[src/rtl/uart_defs_pkg.sv]
// uart_defs_pkg: UART line definitions shared by the transmitter and the future receiver.
package uart_defs_pkg;
  localparam int CLKS_PER_BIT_DEF = 434;
  typedef enum logic [1:0] {
    ST_IDLE  = 2'd0,
    ST_START = 2'd1,
    ST_DATA  = 2'd2,
    ST_STOP  = 2'd3
  } tx_state_e;
endpackage

[src/rtl/byte_fifo.sv]
// byte_fifo: first-word fall-through byte FIFO; rd_data is the head whenever empty is low.
module byte_fifo #(
  parameter int DEPTH = 16
) (
  input  logic       clk,
  input  logic       rst,
  input  logic       wr_en,
  input  logic [7:0] wr_data,
  input  logic       rd_en,
  output logic [7:0] rd_data,
  output logic       full,
  output logic       empty
);
  localparam int AW = $clog2(DEPTH);
  logic [7:0] mem_q [DEPTH];
  logic [AW-1:0] wr_ptr_q, rd_ptr_q;
  logic [AW:0] count_q;
  logic push, pop;
  assign push = wr_en && !full;
  assign pop = rd_en && !empty;
  assign full = count_q == (AW+1)'(DEPTH);
  assign empty = count_q == '0;
  assign rd_data = mem_q[rd_ptr_q];
  always_ff @(posedge clk) begin
    if (push) mem_q[wr_ptr_q] <= wr_data;
  end
  always_ff @(posedge clk) begin
    if (rst) begin
      wr_ptr_q <= '0;
      rd_ptr_q <= '0;
      count_q <= '0;
    end else begin
      if (push) wr_ptr_q <= wr_ptr_q + AW'(1);
      if (pop) rd_ptr_q <= rd_ptr_q + AW'(1);
      count_q <= count_q + (AW+1)'(push) - (AW+1)'(pop);
    end
  end
endmodule

[src/rtl/uart_byte_tx.sv]
// uart_byte_tx: FIFO-buffered 8N1 UART transmitter, LSB first, idle-high registered line.
module uart_byte_tx
  import uart_defs_pkg::*;
#(
  parameter int CLKS_PER_BIT = CLKS_PER_BIT_DEF,
  parameter int FIFO_DEPTH = 16
) (
  input  logic       clk,
  input  logic       rst,
  input  logic [7:0] data_in,
  input  logic       data_valid,
  output logic       tx,
  output logic       fifo_full,
  output logic       fifo_empty,
  output logic       overflow,
  output logic       busy
);
  localparam int CW = $clog2(CLKS_PER_BIT + 1);
  tx_state_e state_q, state_d;
  logic [CW-1:0] baud_q, baud_d;
  logic [2:0] bit_q, bit_d;
  logic [7:0] shift_q, shift_d, head;
  logic tx_q, overflow_q, busy_q, pop, tick;
  byte_fifo #(.DEPTH(FIFO_DEPTH)) u_fifo (
    .clk(clk),
    .rst(rst),
    .wr_en(data_valid && !fifo_full),
    .wr_data(data_in),
    .rd_en(pop),
    .rd_data(head),
    .full(fifo_full),
    .empty(fifo_empty)
  );
  assign tick = baud_q == CW'(CLKS_PER_BIT - 1);
  always_comb begin
    state_d = state_q;
    baud_d = (state_q == ST_IDLE || tick) ? '0 : baud_q + CW'(1);
    bit_d = bit_q;
    shift_d = shift_q;
    pop = 1'b0;
    case (state_q)
      ST_IDLE: if (!fifo_empty) begin
        pop = 1'b1;
        shift_d = head;
        bit_d = '0;
        state_d = ST_START;
      end
      ST_START: if (tick) state_d = ST_DATA;
      ST_DATA: if (tick) begin
        shift_d = shift_q >> 1;
        bit_d = bit_q + 3'd1;
        state_d = (bit_q == 3'd7) ? ST_STOP : ST_DATA;
      end
      ST_STOP: if (tick) state_d = ST_IDLE;
      default: state_d = ST_IDLE;
    endcase
  end
  // tx and busy follow the state one cycle late, keeping the line glitch-free
  always_ff @(posedge clk) begin
    if (rst) begin
      state_q <= ST_IDLE;
      baud_q <= '0;
      bit_q <= '0;
      shift_q <= '0;
      tx_q <= 1'b1;
      overflow_q <= 1'b0;
      busy_q <= 1'b0;
    end else begin
      state_q <= state_d;
      baud_q <= baud_d;
      bit_q <= bit_d;
      shift_q <= shift_d;
      tx_q <= (state_q == ST_START) ? 1'b0 : (state_q == ST_DATA) ? shift_q[0] : 1'b1;
      overflow_q <= overflow_q || (data_valid && fifo_full);
      busy_q <= !fifo_empty || state_q != ST_IDLE;
    end
  end
  assign tx = tx_q;
  assign overflow = overflow_q;
  assign busy = busy_q;
endmodule

[config.mk]
export PLATFORM = sky130hd
export DESIGN_NAME = uart_byte_tx
export DESIGN_NICKNAME = d
export VERILOG_FILES = /design/src/rtl/uart_defs_pkg.sv /design/src/rtl/byte_fifo.sv /design/src/rtl/uart_byte_tx.sv
export SDC_FILE = /design/constraint.sdc
export NUM_CORES = 1
export LEC_CHECK = 0
export CORE_MARGIN = 10
export CORE_UTILIZATION = 42
export DETAILED_ROUTE_END_ITERATION = 6
export PLACE_DENSITY = 0.65
export SYNTH_ARGS = -nofsm -noshare
export SYNTH_HDL_FRONTEND = slang
export SYNTH_SLANG_ARGS = --single-unit
[constraint.sdc]
create_clock -name clk -period 3.2 [get_ports clk]
set_clock_uncertainty 0.2 [all_clocks]
set_input_delay 0.48 -clock clk [delete_from_list [all_inputs] [get_ports clk]]
set_output_delay 0.48 -clock clk [all_outputs]
set_load 0.03 [all_outputs]
Word level (Yosys, flattened, before mapping) --
Memory sizes are Yosys's and may differ from the RTL's. A register that Yosys moved wholly into a read port is not among the register bits. Index checks and enable logic that the tools add are counted. Widths: inputs -> output; s select.
Word-level totals: bits of input ports 11, flip-flop bits (word level) 38, memories 1, RAM bits 128
Cells by class: add/sub/neg operators 6, multiplexer cells 20, reductions and logical operators 16, equality and inequality tests 10
Memory list:
- u_fifo.mem_q | words 16, bits a word 8, read ports 1, clocked after Yosys merged registers in 1, write ports 1, RTL line byte_fifo.sv:15 | logic [7:0] mem_q [DEPTH];
Operator list (count):
- $mux 8 | 2
- $pmux 8 s2 | 1
- $add 9x1->9 const B | 1
- $eq 9x9->1 const B | 1
- $add 4x1->4 const B | 2
- $mux 2 | 4
- $mux 4 | 2
- $ne 2x2->1 const B | 4
- $pmux 2 s4 | 1
- $mux 1 | 7
- $mux 3 | 2
- $pmux 3 s2 | 1
- $add 5x1->5 | 1
- $eq 5x5->1 const B | 1
- $logic_not 5->1 | 1
- $sub 5x1->5 | 1
- $eq 2x2->1 const B | 2
- $logic_and 1x1->1 | 4
- $reduce_and 4->1 | 1
- $reduce_bool 2->1 | 2
- $add 3x1->3 const B | 1
- $eq 3x3->1 const B | 1
- $logic_or 1x1->1 | 3
- $reduce_and 3->1 | 1
- other kinds (4) | 5

Logic depth before layout (Yosys ltp) --
Gate-level depths: netlist of the first run.
depth in word-level cells 6, mapped depth 15, depth with buffers taken out 14

Modules after synthesis --
A second synthesis of the first run with hierarchy kept.
Unflattened totals: cells, all modules 448, area, all modules 7083.0 um^2
By module, submodules not included:
- byte_fifo | times used 1, sequential area each 4184.0 um^2, area each 5799.3 um^2, cells an instance 306
- uart_byte_tx | times used 1, sequential area each 500.5 um^2, area each 1283.7 um^2, cells an instance 142

Least setup slack after synthesis of the first run --
Ideal clock, no wire load.
path kind register to register, start point reg u_fifo.count_q[3], end point reg u_fifo.count_q[4], stages on the path, launching flop included 16, data required time 2883 ps, slack 98 ps, arrival time 2786 ps, buffers on the path 1, cells stage by stage dfxtp_1 -> inv_1 -> ha_1 -> or4b_1 -> buf_2 -> inv_1 -> nor2_1 -> ha_1 -> inv_1 -> ha_1 -> inv_1 -> fa_1 -> nor2b_1 -> o21bai_1 -> a21oi_1 -> nor3b_1
On the way: elaborated cells between the ends (all ways) 11, classes of those cells 2 x add/sub; 1 x eq/ne; 2 x mux; 6 x reduce/logical
RTL lines:
- start, declared | RTL line byte_fifo.sv:17 | logic [AW:0] count_q;
- start signal, assigned | RTL line byte_fifo.sv:35 | count_q <= count_q + (AW+1)'(push) - (AW+1)'(pop);
- $logic_not 5->1 (*) | RTL line byte_fifo.sv:22 | assign empty = count_q == '0;
- net fifo_empty | RTL line uart_byte_tx.sv:14 | output logic fifo_empty,
- $mux 1 | RTL line uart_byte_tx.sv:42 | ST_IDLE: if (!fifo_empty) begin
- $mux 1 | RTL line uart_byte_tx.sv:41 | case (state_q)
- $logic_and 1x1->1 (*) | RTL line byte_fifo.sv:20 | assign pop = rd_en && !empty;
- net u_fifo.pop | RTL line byte_fifo.sv:18 | logic push, pop;
- $sub 5x1->5 (*) | RTL line byte_fifo.sv:35
The timed path passes the listed nets; every way through them passes the cells marked *. A chain may end at the register's enable or synchronous reset.

Final worst setup path of the first run --
start point reg u_fifo.count_q[3], end point reg u_fifo.count_q[4]
On the way: elaborated cells between the ends (all ways) 11, classes of those cells 2 x add/sub; 1 x eq/ne; 2 x mux; 6 x reduce/logical
RTL lines (RTL line):
- $logic_not 5->1 (*) | byte_fifo.sv:22
- $mux 1 | uart_byte_tx.sv:42
- $mux 1 | uart_byte_tx.sv:41
- $logic_and 1x1->1 (*) | byte_fifo.sv:20
- net u_fifo.pop | byte_fifo.sv:18
- $sub 5x1->5 (*) | byte_fifo.sv:35
Marks and branches as above.

==> run_results.csv, run 1 <==
group,metric,value,unit
pwr,power.density,813,mW/mm^2
clock_tree,clockBufferDepth,2,
floorplan,coreArea,0.0166,mm^2
clock_tree,htree_levels,4,
cells_and_area,drive_gt1_share,19.2,%
detailed_routing,drtPass1Iterations,4,
cells_and_area,multi_input_area,0.00225,mm^2
detailed_routing,route.top_layer_used,"met4",
cells_and_area,mostFrequentLayoutCells,"edfxtp_1 (128), dfxtp_1 (41), nor2_1 (39)",
worst_setup_path,critical_path_peak_fanout,4,
floorplan,die_h,150,um
logic_synthesis,synth_edf_count,128,
clock_tree,cts_buffers,17,
global_routing,first_global_vias,3933,
logic_synthesis,synthDistinctLibCells,49,
global_routing,grt_max_degree,40,
worst_hold_path,hold_path_depth,2,
place,place_worst_setup_slack,0.205,ns
logic_synthesis,ys_seq_elements,170,
timing,rsz0062_at_grt,"false",
clock_tree,cts-hold-fix-buffers,0,
floorplan,start_util,43.0,%
place,portBuffers,15,
clock_tree,cts_setup_buffers,0,
pwr,peakVddDrop,0.412,mV
global_routing,gr-total-overflow,0,
timing,fmax,0.334,GHz
detailed_routing,wl_met1,6290,um
worst_setup_path,crit_type,"reg -> reg",
timing,fin_ws,0.208,ns
timing,drv_slew,0,
timing,period_minus_slack,2.99,ns
clock_tree,clock-sinks,170,
timing,finalSetupViolations,0,
timing,slew-limit-headroom,54.4,%
logic_synthesis,syn_inst,469,
worst_setup_path,crit_chain,"inv_1 -> ha_1 -> or4b_1 -> inv_2 -> nor2_2 -> ha_1 -> inv_1 -> ha_1 -> inv_1 -> fa_1 -> nor2b_1 -> o21bai_1 -> a21oi_1 -> nor3b_1",
logic_synthesis,synth_top_area_share,53.7,%
worst_setup_path,cp-end-kind,"register",
clock_tree,clock-root-buffer,"clkbuf_16",
worst_setup_path,cp_slowest_stage_delay,0.49,ns
cells_and_area,final_common_cell,"edfxtp_1",
worst_setup_path,critical_path.startpoint_type,"register",
floorplan,die_area,0.0226,mm^2
detailed_routing,drc,0,
logic_synthesis,synth_warnings,0,
logic_synthesis,synth_ff_type,"edfxtp_1",
worst_setup_path,cp.arrival,3.08,ns
detailed_routing,wl_met2,6690,um
logic_synthesis,synth_largest_area_cell,"edfxtp_1",
clock_tree,cts_tree,"built",
detailed_routing,drtAntennaViolNets,0,
logic_synthesis,syn-num-nets,501,
worst_setup_path,cp.required,3.29,ns
cells_and_area,nets,532,
floorplan,die_w,150,um
detailed_routing,detail_route.wirelength,14000,um
timing,worst_slew_pin_slew,0.670,ns
logic_synthesis,synth-seq-area-share,65.5,%
logic_synthesis,syn_avg_cell_area,15.2,um^2
detailed_routing,via_count,3905,
cells_and_area,fillCellCount,1383,
worst_hold_path,hold_path.class,"reg -> reg",
global_routing,grt_pass1_wl,22100,um
detailed_routing,wl_per_cell,19.2,um
worst_setup_path,r2r_cells,14,
detailed_routing,vias_per_cell,5.35,
place,place_congestion,0.793,
timing,hold_viol,0,
timing,setup_tns,0,ns
cells_and_area,area_growth,14.0,%
detailed_routing,first_iter_violations,321,
cells_and_area,register_area,0.00469,mm^2
logic_synthesis,ys_async_sr_fraction,0,%
worst_setup_path,r2r_setup_slack,0.21,ns
logic_synthesis,synth_area,0.00715,mm^2
cells_and_area,diodes,0,
run_status,status,"complete, no violations",
global_routing,grt.total_usage,12.9,%
worst_setup_path,slowest_stage,"or4b_1",
floorplan,num_rows,47,
clock_tree,clk_pin_slew,0.06,ns
detailed_routing,dr_wl_met3,845,um
pwr,leakage,0.00273,uW
floorplan,io_pins,16,
global_routing,antenna_found_initial,0,
clock_tree,clock_latency,0.42,ns
job,maxCapViolCount,0,
timing,fin_crit_sh,93.5,%
logic_synthesis,synth_area_leaders,"edfxtp_1 (54%), dfxtp_1 (12%), mux4_2 (8.2%)",
place,hpwl,8780,um
## path summary, 6_finish.rpt
path | endpoint | start
max reg2reg | u_fifo.count_q[4] | u_fifo.count_q[3]
min | overflow | overflow
max | u_fifo.count_q[4] | u_fifo.count_q[3]
min reg2reg | overflow | overflow
## routing by layer
metal,global-route usage [%],up-vias
met4,4.08,0
li1,-,1850
met1,17.0,1945
met2,20.3,96
met3,3.42,14
met5,0,-
## logic make-up (layout without fill, tap and decap cells)
group | count (synthesis) | after routing | synth area share [%]
simple gates | 103 | 103 | 7.07
flops | 170 | 170 | 65.5
xor+xnor | 15 | 15 | 1.84
buf+inv | 42 | 83 | 3.08
compound gates | 75 | 75 | 7.98
fa+ha+maj | 21 | 21 | 3.78
mux | 43 | 43 | 10.8
## cell usage after synthesis, drive strengths merged, types with 7 or more instances
master,number
nor3,7
a21o,9
edfxtp,128
dfxtp,42
o21ai,13
nor2b,7
a221oi,7
nor2,40
inv,17
nand3,16
a21oi,21
xor2,11
ha,20
mux4,26
a2bb2oi,7
buf,16
mux2i,16
clkbuf,8
nand2,14
## worst max-delay path, delay by kind of cell, from the launching register on
| kind | cells | cell delay [ns] |
|---|---|---|
| AND/OR/NAND/NOR | 4 | 0.80 |
| AO/OA/AOI/OAI | 2 | 0.27 |
| flip-flops | 1 | 0.32 |
| adder cells (fa/ha/maj) | 4 | 0.98 |
| buffers and inverters | 4 | 0.30 |
## state kept, by name, summed over array words and instances, names as in the netlist, named ones only
name / flops
busy: 1
tx: 1
u_fifo.rd_ptr_q: 4
overflow: 1
u_fifo.mem_q: 128
state_q: 2
u_fifo.count_q: 5
u_fifo.wr_ptr_q: 4
bit_q: 3
shift_q: 8
baud_q: 9
## report_power, final
part	switching (uW)	internal, uW	leakage (uW)
registers	135	2560	0.00150
logic	1070	909	0.000964
clock network	821	1140	0.000266
## what timing repair did
action / CTS / global route
resized for setup: 0 / 2
endpoints found under the hold margin: 0 / 0
endpoints found under the setup margin: 0 / 1
## stage by stage
step	instances	utilization (%)	power (uW)	hold WS [ns]	instance area [um^2]
floorplan	469	-	4270	0.254	7150
global placement	701	45.6	4640	0.255	7600
detailed placement	701	45.6	4710	0.259	7600
CTS	730	49.0	6670	0.275	8150
global route	730	49.0	6990	0.321	8150
finish	730	49.0	6620	0.270	8150
## area by class of cell
cell class | instances | area share (%)
sequential | 170 | 57.5
multi-input combinational | 257 | 27.6
clock buffer | 18 | 5.26
timing repair buffer | 36 | 3.93
tap | 220 | 3.38
clock inverter | 11 | 1.52
inverter | 18 | 0.829
Power figures use the tool's default switching activity.
==> run 2, diff against run 1 <==
--- a/config.mk
+++ b/config.mk
@@ -7,6 +7,7 @@
 export LEC_CHECK = 0
 export CORE_MARGIN = 10
 export CORE_UTILIZATION = 42
+export CTS_BUF_LIST = sky130_fd_sc_hd__clkbuf_16
 export DETAILED_ROUTE_END_ITERATION = 6
 export PLACE_DENSITY = 0.65
 export SYNTH_ARGS = -nofsm -noshare
==> run_results.csv, run 2 (synthesis results as in run 1) <==
group,metric,value,unit
timing,period_minus_slack,3.00,ns
worst_setup_path,crit_type,"reg -> reg",
detailed_routing,wl_per_cell,19.2,um
global_routing,first_global_vias,3933,
cells_and_area,area_growth,14.0,%
floorplan,die_area,0.0226,mm^2
timing,hold_slack,0.269,ns
floorplan,die_h,150,um
detailed_routing,wl_met2,6720,um
worst_hold_path,hold_path.class,"reg -> reg",
timing,slew-limit-headroom,54.5,%
clock_tree,clk_pin_slew,0.06,ns
cells_and_area,fin_util,49.0,%
pwr,leakage,0.00273,uW
cells_and_area,diodes,0,
detailed_routing,drtAntennaViolNets,0,
floorplan,num_rows,47,
place,place_congestion,0.793,
pwr,power.density,812,mW/mm^2
cells_and_area,fillCellCount,1383,
worst_setup_path,cp-end-kind,"register",
place,portBuffers,15,
global_routing,grt_pass1_wl,22100,um
timing,hold_viol,0,
detailed_routing,detail_route.wirelength,14000,um
clock_tree,cts_setup_buffers,0,
run_status,status,"complete, no violations",
worst_setup_path,critPathLaunch,"u_fifo.count_q[3]",
worst_setup_path,critical_path.startpoint_type,"register",
worst_setup_path,critical_path_peak_fanout,4,
detailed_routing,dr_wl_met3,854,um
global_routing,grt_max_degree,40,
detailed_routing,drtPass1Iterations,4,
cells_and_area,mostFrequentLayoutCells,"edfxtp_1 (128), dfxtp_1 (41), nor2_1 (39)",
timing,setup_tns,0,ns
clock_tree,htree_levels,4,
timing,rsz0062_at_grt,"false",
detailed_routing,vias_per_cell,5.34,
detailed_routing,wl_met1,6250,um
clock_tree,clock_latency,0.42,ns
clock_tree,cts.repair.resized,0,
floorplan,start_util,43.0,%
global_routing,grt.total_usage,12.9,%
clock_tree,cts-hold-fix-buffers,0,
clock_tree,clockBufferDepth,2,
timing,fin_crit_sh,93.6,%
detailed_routing,drc,0,
worst_setup_path,r2r-start,"u_fifo.count_q[3]",
cells_and_area,final_common_cell,"edfxtp_1",
floorplan,io_pins,16,
global_routing,antenna_found_initial,0,
clock_tree,cts_buffers,17,
worst_hold_path,hold_start,"overflow",
worst_setup_path,cp.arrival,3.08,ns
timing,drv_slew,0,
pwr,peakVddDrop,0.408,mV
place,dp_cells,701,
detailed_routing,via_count,3899,
clock_tree,clock-root-buffer,"clkbuf_16",
cells_and_area,largest_register,"u_fifo.mem_q",
timing,fmax,0.334,GHz
detailed_routing,route.top_layer_used,"met4",
cells_and_area,largest_register_ff_count,128,
pwr,p_total,6620,uW
floorplan,die_w,150,um
cells_and_area,nets,532,
global_routing,gr-total-overflow,0,
cells_and_area,drive_gt1_share,19.2,%
floorplan,coreArea,0.0166,mm^2
place,hpwl,8780,um
timing,finalSetupViolations,0,
cells_and_area,final_cell_count_no_fill,730,
job,maxCapViolCount,0,
clock_tree,cts_tree,"built",
worst_setup_path,cp.required,3.29,ns
cells_and_area,top_regs,"u_fifo.mem_q (128), baud_q (9), shift_q (8)",
timing,worst_slew_pin_slew,0.668,ns
clock_tree,clock-sinks,170,
detailed_routing,first_iter_violations,321,
-- run 2: through the flow --
step / setup WS, ns / area (um^2)
floorplan: 0.0976 / 7150
global placement: 0.280 / 7600
detailed placement: 0.205 / 7600
CTS: 0.159 / 8150
global route: 0.0264 / 8150
finish: 0.204 / 8150
-- run 2: per-layer routing --
| metal | track usage [%] | vias up |
|---|---|---|
| met2 | 20.3 | 96 |
| met1 | 17.0 | 1939 |
| met5 | 0 | - |
| met3 | 3.42 | 14 |
| met4 | 4.08 | 0 |
| li1 | - | 1850 |
-- run 2: cell type report --
| class | count | area [um^2] | share of cell area (%) |
|---|---|---|---|
| Timing Repair Buffer | 36 | 320 | 3.93 |
| Tap cell | 220 | 275 | 3.38 |
| Clock inverter | 12 | 128 | 1.57 |
| Multi-Input combinational cell | 257 | 2250 | 27.6 |
| Clock buffer | 17 | 425 | 5.22 |
| Sequential cell | 170 | 4690 | 57.5 |
| Inverter | 18 | 67.6 | 0.829 |
-- run 2: path summary, 6_finish.rpt --
kind              cells after the start                end  slack, ns
setup / recovery                     14  u_fifo.count_q[4]       0.20
hold / removal                        2           overflow       0.27
hold reg to reg                       2           overflow       0.27
setup reg to reg                     14  u_fifo.count_q[4]       0.20
-- run 2: report_power, final --
| part | internal (uW) | switching (uW) |
|---|---|---|
| combinational | 909 | 1060 |
| sequential | 2560 | 134 |
| clock | 1130 | 821 |
| total | 4600 | 2020 |
-- run 2: critical path, stage by stage (launching register included) --
cell	delay [ns]
dfxtp_1	0.32
inv_1	0.09
ha_1	0.16
or4b_1	0.49
inv_2	0.12
nor2_2	0.07
ha_1	0.29
inv_1	0.05
ha_1	0.15
inv_1	0.05
fa_1	0.38
nor2b_1	0.17
o21bai_1	0.10
a21oi_1	0.16
nor3b_1	0.07
==> run 3, diff against run 2 <==
--- a/config.mk
+++ b/config.mk
@@ -9,7 +9,8 @@
 export CORE_UTILIZATION = 42
 export CTS_BUF_LIST = sky130_fd_sc_hd__clkbuf_16
 export DETAILED_ROUTE_END_ITERATION = 6
-export PLACE_DENSITY = 0.65
+export PLACE_DENSITY = 0.67
+export SLEW_MARGIN = 25
 export SYNTH_ARGS = -nofsm -noshare
 export SYNTH_HDL_FRONTEND = slang
 export SYNTH_SLANG_ARGS = --single-unit
==> run_results.csv, run 3 (synthesis results as in run 1) <==
group,metric,value,unit
clock_tree,clock-sinks,170,
worst_hold_path,hold_path.class,"reg -> reg",
timing,drv_slew,0,
timing,hold_slack,0.268,ns
global_routing,gr-total-overflow,0,
floorplan,die_area,0.0226,mm^2
cells_and_area,nets,531,
job,maxCapViolCount,0,
clock_tree,clockBufferDepth,2,
clock_tree,clock_latency,0.43,ns
cells_and_area,mostFrequentLayoutCells,"edfxtp_1 (128), dfxtp_1 (41), nor2_1 (40)",
global_routing,antenna_found_initial,0,
pwr,power.density,805,mW/mm^2
cells_and_area,largest_register_ff_count,128,
global_routing,grt_pass1_wl,22300,um
worst_setup_path,cp-end-kind,"register",
global_routing,first_global_vias,4095,
cells_and_area,drive_gt1_share,19.1,%
clock_tree,cts_buffers,17,
worst_setup_path,critical_path_peak_fanout,4,
cells_and_area,fillCellCount,1398,
detailed_routing,vias_per_cell,5.41,
pwr,peakVddDrop,0.474,mV
global_routing,grt_max_degree,40,
detailed_routing,detail_route.wirelength,13700,um
detailed_routing,first_iter_violations,258,
worst_setup_path,crit_buf_inv,4,
floorplan,io_pins,16,
timing,fin_crit_sh,93.1,%
floorplan,num_rows,47,
clock_tree,clock-root-buffer,"clkbuf_16",
clock_tree,cts-hold-fix-buffers,0,
cells_and_area,diodes,0,
global_routing,top_usage_layer,"met2",
clock_tree,cts.repair.resized,0,
timing,fmax,0.336,GHz
place,portBuffers,15,
worst_setup_path,critical_path.startpoint_type,"register",
detailed_routing,drtPass1Iterations,4,
cells_and_area,final_common_cell,"edfxtp_1",
global_routing,grt.total_usage,13.0,%
cells_and_area,final_area,0.00814,mm^2
cells_and_area,largest_register,"u_fifo.mem_q",
worst_setup_path,cp.required,3.30,ns
clock_tree,clk_pin_slew,0.06,ns
worst_setup_path,path_delay_family,"adder cells",
floorplan,die_w,150,um
place,place_congestion,0.761,
place,hpwl,8940,um
clock_tree,cts_tree,"built",
worst_setup_path,slowest_stage,"or4b_1",
global_routing,met1_usage,16.6,%
pwr,leakage,0.00273,uW
worst_setup_path,crit_chain,"inv_1 -> ha_1 -> or4b_1 -> inv_2 -> nor2_1 -> ha_1 -> inv_1 -> ha_1 -> inv_1 -> fa_1 -> nor2b_2 -> o21bai_1 -> a21oi_1 -> nor3b_1",
timing,finalSetupViolations,0,
floorplan,coreArea,0.0166,mm^2
worst_setup_path,cp.arrival,3.08,ns
detailed_routing,via_count,3963,
place,place_area,0.00759,mm^2
clock_tree,htree_levels,4,
cells_and_area,top_regs,"u_fifo.mem_q (128), baud_q (9), shift_q (8)",
timing,period_minus_slack,2.98,ns
run_status,status,"complete, no violations",
floorplan,die_h,150,um
detailed_routing,drtAntennaViolNets,0,
timing,hold_viol,0,
pwr,p_total,6560,uW
timing,slew-limit-headroom,43.3,%
worst_setup_path,cp_slowest_stage_delay,0.48,ns
global_routing,met2_usage,20.8,%
detailed_routing,wl_per_cell,18.7,um
detailed_routing,drc,0,
cells_and_area,area_growth,13.8,%
timing,worst_slew_pin_slew,0.851,ns
floorplan,start_util,43.0,%
worst_setup_path,crit_type,"reg -> reg",
timing,setup_tns,0,ns
global_routing,grtUsageMet3,3.87,%
clock_tree,cts_setup_buffers,0,
## run 3: cell types whose count changed in the layout (fill, tap and decap cells not counted), sizes merged
cell / previous run / this run
inv: 20 / 24
buf: 21 / 20
bufinv: 2 / 1
## run 3: layer usage
layer / wire length [um] / up-vias
li1: - / 1850
met4: 179 / 0
met2: 6780 / 103
met3: 760 / 21
met5: 0 / -
met1: 5930 / 1989
## run 3: metrics by stage
step                      utilization (%)  instances  setup WS [ns]
after floorplan                         -        469         0.0976
after global placement               45.6        700          0.308
after detailed placement             45.6        700          0.166
after CTS                            48.9        732          0.155
after global routing                 48.9        732       -0.00596
final                                48.9        732          0.221
## run 3: cell type report
| type | instances | area (um^2) | share of cell area [%] |
|---|---|---|---|
| Clock inverter | 15 | 123 | 1.51 |
| Sequential cell | 170 | 4690 | 57.6 |
| Clock buffer | 17 | 425 | 5.23 |
| Multi-Input combinational cell | 257 | 2250 | 27.6 |
| Tap cell | 220 | 275 | 3.38 |
| Timing Repair Buffer | 35 | 313 | 3.84 |
| Inverter | 18 | 67.6 | 0.830 |
## run 3: final timing paths
check                           slack [ns]         startpoint                end  cells after the start
worst max-delay path                  0.22  u_fifo.count_q[2]  u_fifo.count_q[4]                     14
worst min-delay path                  0.27           overflow           overflow                      2
worst max register to register        0.22  u_fifo.count_q[2]  u_fifo.count_q[4]                     14
worst min register to register        0.27           overflow           overflow                      2
## run 3: where the power goes
part           switching, uW  internal (uW)
Combinational           1040            908
Clock                    847           1070
Sequential               133           2560
Total                   2020           4530
## run 3: worst reg2reg max path, stage by stage (launching register included)
cell	delay, ns
dfxtp_1	0.32
inv_1	0.08
ha_1	0.17
or4b_1	0.48
inv_2	0.10
nor2_1	0.08
ha_1	0.30
inv_1	0.06
ha_1	0.15
inv_1	0.05
fa_1	0.39
nor2b_2	0.15
o21bai_1	0.09
a21oi_1	0.16
nor3b_1	0.07
==> RTL edit, RTL diff (flow settings as in run 3) <==
The parameter `FIFO_DEPTH` goes from 16 to 32.
--- a/src/rtl/uart_byte_tx.sv
+++ b/src/rtl/uart_byte_tx.sv
@@ -5,3 +5,3 @@
   parameter int CLKS_PER_BIT = CLKS_PER_BIT_DEF,
-  parameter int FIFO_DEPTH = 16
+  parameter int FIFO_DEPTH = 32
 ) (
Check against the original RTL: same outputs for any inputs over 10 cycles, from zero or initial values and one cycle with rst high; that may be too few to reach the edited logic, so the function may still have changed.
==> RTL edit against run 3 <==
  * Synthesized area rose by 70%
  * Sequential cell count is 132 higher
  * Count of clock-buffer cells in the layout rose by 14
  * Critical path depth decreased by 10
  * Largest power group unchanged
  * Design area up 73%
  * Total power increased by 58%
  * Routed wire length increased by 83%
  * Clock power rose by 87%
  * Worst setup slack better by 0.21 ns
  * Register-to-register slack gained 0.28 ns
==> RTL edit: results (changes against run 3) <==
pin count of the biggest net entering global routing=39 (-2.5%); Seq/Total Area, Yosys=0.707 (+0.0521); crit path DAT=2.09 ns (-0.99 ns); share of post-route cells with drive strength above 1=0.190 (-0.00136); Hold Path Sink=baud_q[0]; worst r2r src=u_fifo.count_q[4]; Top delay family on crit path=buffers and inverters; Crit-path slowest cell=clkdlybuf4s50_1; Final period util=0.864 (-0.0669); Sequential Power Share=0.444 (+0.033); Max stage delay on crit path=0.70 ns (+0.22 ns); Hold Startpoint=baud_q[0]; GRT Util Overall=0.140 (+0.00994); Comb pwr share=0.209 (-0.088); Bufs on Longest Clock Path=3 (+1); vias in the first global route=6,357 (+55%); biggest regs=u_fifo.mem_q x256, baud_q x9, shift_q x8; final HPWL from detailed placement=15.9 mm (+78%); complex-gate fraction of the synthesized area=0.0433 (-0.0365); Iter 0 DRT Violations=502 (+95%); Synth Area in Adders=0.0243 (-0.0135); Synth top cells by count=edfxtp_1 (256), nor2_1 (71), dfxtp_1 (46); nets=794 (+50%); Crit Path Max Fanout=5 (+1); xor/xnor share of the synthesized area=0.0122 (-0.00614); Placement Setup Slack=0.491 ns (+0.325 ns); sw power=2.74 mW (+36%); final WL=25.0 mm (+83%); Pleak=4.69 nW (+72%); Slew Limit Headroom=0.523 (+0.0908); Syn Nets=726 (+45%); outcome=finished, final reports clean; Power Dens Cells=738 mW/mm^2 (-8.3%); WS Path Type=reg2out
## RTL edit: cell types whose count changed after synthesis, moves of 11 or more
cell / delta
nand3_1: -11
mux2i_1: +25
mux4_1: +13
edfxtp_1: +128
mux4_2: +14
nor2_1: +31
a221oi_1: +14
## RTL edit: worst max path at each step
| stage | start | endpoint | cells past startpoint |
|---|---|---|---|
| after floorplan | u_fifo.count_q[2] | u_fifo.count_q[5] | 12 |
| after global placement | data_valid | u_fifo.count_q[5] | 9 |
| after detailed placement | data_valid | u_fifo.count_q[5] | 9 |
| after CTS | u_fifo.count_q[4] | fifo_empty | 4 |
| after global routing | u_fifo.count_q[4] | u_fifo.count_q[5] | 12 |
| final | u_fifo.count_q[4] | fifo_empty | 4 |
## RTL edit: logic make-up (layout without fill, tap and decap cells)
group,after synthesis,after routing
mux,95,95
fa+ha+maj,23,23
buf+inv,47,139
simple gates,138,138
compound gates,70,70
flops,302,302
xor+xnor,17,17
## RTL edit: metrics by stage
| step | cells | hold slack, ns |
|---|---|---|
| finish | 1168 | 0.264 |
| global route | 1168 | 0.298 |
| CTS | 1168 | 0.270 |
| detailed placement | 1111 | 0.255 |
| global placement | 1111 | 0.248 |
| floorplan | 692 | 0.230 |
## RTL edit: area by class of cell
type | instances | area [um^2]
clock buffers | 31 | 776
fillers | 2311 | 14600
well taps | 384 | 480
inverters | 13 | 48.8
flip-flops and latches | 302 | 8610
repair buffers | 69 | 581
clock inverters | 26 | 260
multi-input cells | 343 | 3300
## RTL edit: layer usage
layer | part of all wire | wire length [um] | global-route usage
met5 | 0 | 0 | 0
met4 | 0.019 | 478 | 0.0400
met3 | 0.061 | 1520 | 0.0271
met2 | 0.47 | 11800 | 0.219
met1 | 0.45 | 11200 | 0.195
